==> src/rtl/seq_magnitude_comparator.sv <==
// seq_magnitude_comparator
//
// Multi-cycle magnitude comparator. Two WIDTH-bit operands are compared one
// DIGIT-bit slice per clock, most-significant slice first. The scan stops at
// the first slice that differs. Signed (two's-complement) operands are handled
// by flipping the sign bit of both operands at capture. After that flip, an
// unsigned compare gives the signed ordering.
//
// State table:
//   state | meaning
//   IDLE  | waiting for start; results hold the last completed comparison
//   SCAN  | comparing slice idx_q of the captured operands, one slice per clock
//
// Ports:
//   clk          rising-edge clock
//   rst_n        synchronous active-low reset
//   start        request a comparison (accepted only while busy=0)
//   a, b         operands, sampled on the accepting edge
//   signed_mode  1 = two's-complement compare, 0 = unsigned
//   busy         high while a scan is in progress
//   done         one-cycle pulse; results update on the same edge
//   greater      A > B for the last completed comparison
//   equal        A == B for the last completed comparison
//   less         A < B for the last completed comparison

module seq_magnitude_comparator #(
    parameter int WIDTH = 16,
    parameter int DIGIT = 4
) (
    input  logic             clk,
    input  logic             rst_n,
    input  logic             start,
    input  logic [WIDTH-1:0] a,
    input  logic [WIDTH-1:0] b,
    input  logic             signed_mode,
    output logic             busy,
    output logic             done,
    output logic             greater,
    output logic             equal,
    output logic             less
);

    localparam int NDIG = WIDTH / DIGIT;
    localparam int IW   = (NDIG > 1) ? $clog2(NDIG) : 1;
    localparam logic [IW-1:0]    TOP_IDX  = IW'(NDIG - 1);
    localparam logic [WIDTH-1:0] MSB_MASK = WIDTH'(1) << (WIDTH - 1);

    typedef enum logic {IDLE, SCAN} state_t;

    state_t           state_q, state_d;
    logic [IW-1:0]    idx_q, idx_d;
    logic [WIDTH-1:0] a_q, a_d;
    logic [WIDTH-1:0] b_q, b_d;
    logic             done_q, done_d;
    logic             gt_q, gt_d;
    logic             eq_q, eq_d;
    logic             lt_q, lt_d;
    logic [DIGIT-1:0] slice_a, slice_b;

    always_ff @(posedge clk) begin
        if (!rst_n) begin
            state_q <= IDLE;
            idx_q   <= '0;
            a_q     <= '0;
            b_q     <= '0;
            done_q  <= 1'b0;
            gt_q    <= 1'b0;
            eq_q    <= 1'b0;
            lt_q    <= 1'b0;
        end else begin
            state_q <= state_d;
            idx_q   <= idx_d;
            a_q     <= a_d;
            b_q     <= b_d;
            done_q  <= done_d;
            gt_q    <= gt_d;
            eq_q    <= eq_d;
            lt_q    <= lt_d;
        end
    end

    always_comb begin
        slice_a = a_q[idx_q*DIGIT +: DIGIT];
        slice_b = b_q[idx_q*DIGIT +: DIGIT];
    end

    always_comb begin
        state_d = state_q;
        idx_d   = idx_q;
        a_d     = a_q;
        b_d     = b_q;
        done_d  = 1'b0;
        gt_d    = gt_q;
        eq_d    = eq_q;
        lt_d    = lt_q;
        case (state_q)
            IDLE: begin
                if (start) begin
                    // Flipping the sign bit maps two's-complement order onto unsigned order.
                    a_d     = signed_mode ? (a ^ MSB_MASK) : a;
                    b_d     = signed_mode ? (b ^ MSB_MASK) : b;
                    idx_d   = TOP_IDX;
                    state_d = SCAN;
                end
            end
            SCAN: begin
                if (slice_a > slice_b) begin
                    gt_d    = 1'b1;
                    eq_d    = 1'b0;
                    lt_d    = 1'b0;
                    done_d  = 1'b1;
                    state_d = IDLE;
                end else if (slice_a < slice_b) begin
                    gt_d    = 1'b0;
                    eq_d    = 1'b0;
                    lt_d    = 1'b1;
                    done_d  = 1'b1;
                    state_d = IDLE;
                end else if (idx_q == '0) begin
                    gt_d    = 1'b0;
                    eq_d    = 1'b1;
                    lt_d    = 1'b0;
                    done_d  = 1'b1;
                    state_d = IDLE;
                end else begin
                    idx_d = idx_q - 1'b1;
                end
            end
            default: state_d = IDLE;
        endcase
    end

    assign busy    = (state_q == SCAN);
    assign done    = done_q;
    assign greater = gt_q;
    assign equal   = eq_q;
    assign less    = lt_q;

endmodule

==> config.mk <==
export PLATFORM = sky130hd
export DESIGN_NAME = seq_magnitude_comparator
export DESIGN_NICKNAME = d
export VERILOG_FILES = /design/src/rtl/seq_magnitude_comparator.sv
export SDC_FILE = /design/constraint.sdc
export NUM_CORES = 1
export LEC_CHECK = 0
export ABC_AREA = 1
export BUFFER_PORTS_ARGS = -buffer_cell sky130_fd_sc_hd__buf_2
export CORE_MARGIN = 2
export CORE_UTILIZATION = 25
export DETAILED_ROUTE_END_ITERATION = 10
export GPL_TIMING_DRIVEN = 0
export PLACE_DENSITY = 0.41
export REMOVE_ABC_BUFFERS = 1
export SYNTH_ARGS = -nofsm -noshare
export SYNTH_HDL_FRONTEND = slang
export SYNTH_SLANG_ARGS = --single-unit
==> constraint.sdc <==
create_clock -name clk -period 2.49 [get_ports clk]
set_input_delay 0 -clock clk [delete_from_list [all_inputs] [get_ports clk]]
set_output_delay 0 -clock clk [all_outputs]
set_load 0.01 [all_outputs]
# == After elaboration in Yosys (flattened, before gate mapping) ==
# Cells that the tools add are included.
# word_totals
ff_bits,39
latchBits,0
ram_bits,0
romBits,0
input_bits,36
out_inout_bits,5
word_cells,49
n_memories,0
# classes
addsub,1
n_mul,0
n_div,0
magnitude_cmp,2
n_eq_ne,4
shifts,2
muxes,23
bitwise,3
reduce_logical,6
# ops
op,n
$mux W16,2
$shiftx A16 B5 Y4,2
$mux W1,15
$mux W2,4
$ne A2 B2 Y1 const B,4
$reduce_and A2 Y1,3
$gt A4 B4 Y1,1
$lt A4 B4 Y1,1
$pmux W2 S2,1
$reduce_and A4 Y1,1
$not A1 Y1,3
$reduce_bool A3 Y1,1
$logic_not A2 Y1,1
$pmux W1 S2,1
$sub A2 B1 Y2 const B,1

# == Depth between registers and ports, before layout ==
# depth
word_depth,5
mapped_depth,15
ltp_nobuf,13

# == Worst setup path before layout ==
# No wires, ideal clock.
# synth_timing
path_type,reg2reg
from,register idx_q[0]
to,"register done_q, in the netlist done"
setup_time_ps,115
arrival_time_ps,1696
required_time_ps,2375
slack_ps,678
path_stages_with_launch,14
n_path_buf,2
period_less_slack_ps,1812
cell_sequence,dfxtp_1 buf_4 inv_4 buf_6 nand2_1 a32o_1 ha_1 nand2_1 nand2_1 nand2_1 nand3_1 nand2_2 o21ai_0 inv_1
# synth_between
elab_chain_len,4
word_cells_on_any_way,8
cone_classes,2 x order compare; 2 x shift; 3 x mux; 1 x reduce/logical
# synth_lines
element,line,rtl
"start, declared",51,"logic [IW-1:0] idx_q, idx_d;"
"start signal, assigned",72,idx_q <= idx_d;
$shiftx A16 B5 Y4 (tied with other cells),83,slice_a = a_q[idx_q*DIGIT +: DIGIT];
$lt A4 B4 Y1 / $mux W1 (equally long branches),"113, 119",
$mux W1,113,end else if (slice_a < slice_b) begin
$mux W1 *,107,if (slice_a > slice_b) begin
"end signal, assigned",75,done_q <= done_d;
"end, declared",54,"logic done_q, done_d;"
# Every way passes the cells marked *; elsewhere a longest branch is shown, timed or not.
# A chain may end at the register's enable or synchronous reset.

# == Worst setup path after layout ==
# layout_timing
from,register idx_q[0]
to,register idx_q[1]
# layout_between
elab_chain_len,5
word_cells_on_any_way,14
cone_classes,1 x add/sub; 2 x order compare; 3 x eq/ne; 2 x shift; 4 x mux; 2 x reduce/logical
# layout_lines
element
branches (longest 5 deep; another with $lt A4 B4 Y1)
# Parallel ways; which one is timed is not known. The select of a mux whose other input is x is not followed.

==> flow_summary.yaml <==
placed_design:
  place_congestion: 0.754
  io_buffers: 40
  post-dp-hpwl_um: 2760
  placed_area_um2: 2000
die:
  core-area_um2: 6830
  die_x_um: 88.2
  die_h_um: 88.2
  initial_core_util_pct: 26.0
  ios: 41
  placementRows: 30
  fp.dieArea_um2: 7780
setup_path:
  required_ns: 2.68
  worst_path_largest_cell_delay_ns: 0.57
  worstSetupPathType: "register to register"
  crit_arrival_ns: 2.46
  slowest_stage: "dfxtp_2"
  critPathMaxFanout: 18
  start_kind: "register"
  path_buf_inv: 2
  cp_cell_sequence: "inv_4, o21ai_0, a21oi_1, ha_1, a21oi_1, nand3_1, nand3_1, nand2_1, inv_1, nor2_1"
  crit_family: "compound AO/OA/AOI/OAI gates"
  endpoint_kind: "register"
yosys:
  yosys-top-cells-count: "nor2_1, o21ai_0, dfxtp_1"
  syn_area_um2: 1770
  synth_cells: 246
  synth_async_sr_flop_share_pct: 0
  synth_cell_types: 23
  yosysSeqAreaShare_pct: 44.0
  synth.largest_area_cell: "dfxtp_1"
  synth_edf_count: 0
  synth_warnings: 0
  ys_ff_latch: 39
  synth_ff_type: "dfxtp_1"
  syn_area_per_cell_um2: 7.21
  synth_top_area_share_pct: 44.0
  synth_area_leaders: "dfxtp_1, nor2_1, o21ai_0, nand2_1, ha_1"
  synth.most_common_cell: "nor2_1"
sta:
  worst_pin_slew_ns: 0.596
  grt_setup_unrepaired: "false"
  max_freq_ghz: 0.440
  slew_headroom_pct: 60.2
  hold_viol: 0
  min_period_ns: 2.27
  hold_ws_ns: 0.0108
  finalCritPeriodShare_pct: 91.3
  skew_ns: 0.00929
  drv_slew: 0
  setup_viol: 0
finish:
  syn_to_final_growth_pct: 33.7
  drive_gt1_share_pct: 18.2
  final_cell_area_um2: 2370
  n_antenna_cell: 0
  nets: 348
job:
  cap_violations: 0
global_routing:
  grt_overflow: 0
  grt_pass1_wl_um: 6880
  grt_pass1_vias: 1549
  grtUsageTotal_pct: 11.3
  antenna_found_initial: 0
  grt_max_degree: 40
power:
  power_density_nw_per_um2: 936
  ir_worst_vdd_mv: 0.266
  power_mw: 2.22
  cellLeakagePower_nw: 1.07
drt:
  viasPerCell: 4.14
  drt-initial-drc-count: 83
  routed_wl_um: 4230
  first_pass_iters: 4
  wl_per_cell_um: 10.5
  detail-route-antenna-nets: 0
  drc: 0
  vias: 1672
clock_tree:
  htree_levels: 2
  postCtsSetupBuffers: 0
  numClockSinks: 39
  cts_root_buf: "clkbuf_8"
  cts_tree: "yes"
  insertion_delay_ns: 0.29
  cts_buffers: 5
  cts_buffer_depth: 2
  clk_pin_slew_ns: 0.08
hold_path:
  worstHoldPathType: "primary input to register"
status:
  status: "completed"
stage by stage:
step                      setup slack (ns)  TNS (ns)  utilization [%]  cells
after floorplan                      0.514         0                -    232
after global placement             -0.0858    -0.299             29.3    368
after detailed placement           -0.0410   -0.0874             29.3    368
after CTS                            0.225         0             34.7    404
after global routing                0.0815         0             34.7    404
final                                0.217         0             34.7    404
layout make-up:
| class | instances | area (um2) |
|---|---|---|
| inverter | 17 | 66.3 |
| fill | 794 | 4460 |
| multi-input combinational | 176 | 836 |
| clock inverter | 2 | 12.5 |
| clock buffer | 6 | 72.6 |
| tap | 96 | 120 |
| timing repair buffer | 68 | 480 |
| sequential | 39 | 782 |
layout by cell type, fill, tap and decap left out, drive strengths merged:
| cell type | n |
|---|---|
| dlygate4sd3 | 28 |
| nand3 | 2 |
| a32o | 3 |
| o22ai | 4 |
| o21ai | 45 |
| xnor2 | 2 |
| nand2 | 26 |
| ha | 5 |
| buf | 40 |
| a21oi | 9 |
| o31ai | 1 |
| clkbuf | 6 |
| clkinvlp | 1 |
| inv | 17 |
| clkinv | 1 |
| nor2 | 76 |
| dfxtp | 39 |
| nand4 | 3 |
cells by family after synthesis:
logic type,count (synthesis),synth area share (%)
adders and majority gates,5,3.53
and+or+nand+nor,107,23.6
DFF,39,44.0
AOI/OAI and AO/OA,62,19.0
buffers and inverters,31,8.82
xor gates and xnor gates,2,0.988
worst register-to-register path, stage by stage (launching register included):
cell,delay [ns]
dfxtp_2,0.57
inv_4,0.17
o21ai_0,0.31
a21oi_1,0.12
ha_1,0.30
a21oi_1,0.19
nand3_1,0.24
nand3_1,0.13
nand2_1,0.05
inv_1,0.06
nor2_1,0.04
flip-flops by register name, indices dropped and copies added (netlist names):
signal,cells
a_q,16
b_q,16
busy,1
done,1
equal,1
greater,1
idx_q,2
less,1
where the power goes:
part / switching [mW] / leakage [nW] / internal, mW
Sequential: 0.115 / 0.324 / 0.760
Clock: 0.216 / 0.0412 / 0.196
Combinational: 0.560 / 0.702 / 0.372
Total: 0.890 / 1.07 / 1.33
final timing paths:
check,cells past startpoint,slack (ns),endpoint,start
worst max register to register,10,0.22,idx_q[1]$_SDFFE_PN0P_,idx_q[0]$_SDFFE_PN0P_
worst min register to register,2,0.48,a_q[10]$_SDFFE_PN0P_,a_q[10]$_SDFFE_PN0P_
worst max-delay path,10,0.22,idx_q[1]$_SDFFE_PN0P_,idx_q[0]$_SDFFE_PN0P_
worst min-delay path,3,0.01,a_q[9]$_SDFFE_PN0P_,a[9]
per-layer routing:
metal  up-vias  track usage, %  wire [um]
li1        917               -          -
met1       718            14.8       2190
met2        33            18.5       1850
met3         4            2.52        144
met4         0            3.31         47
met5         -               0          0
what timing repair did:
item / 4_1_cts / 5_1_grt
hold buffers: 28 / 0
gates resized for setup: 1 / 0
endpoints found under the hold margin: 28 / 0
setup endpoints to repair: 4 / 0
Note: power is estimated with default switching activity, not from simulation.
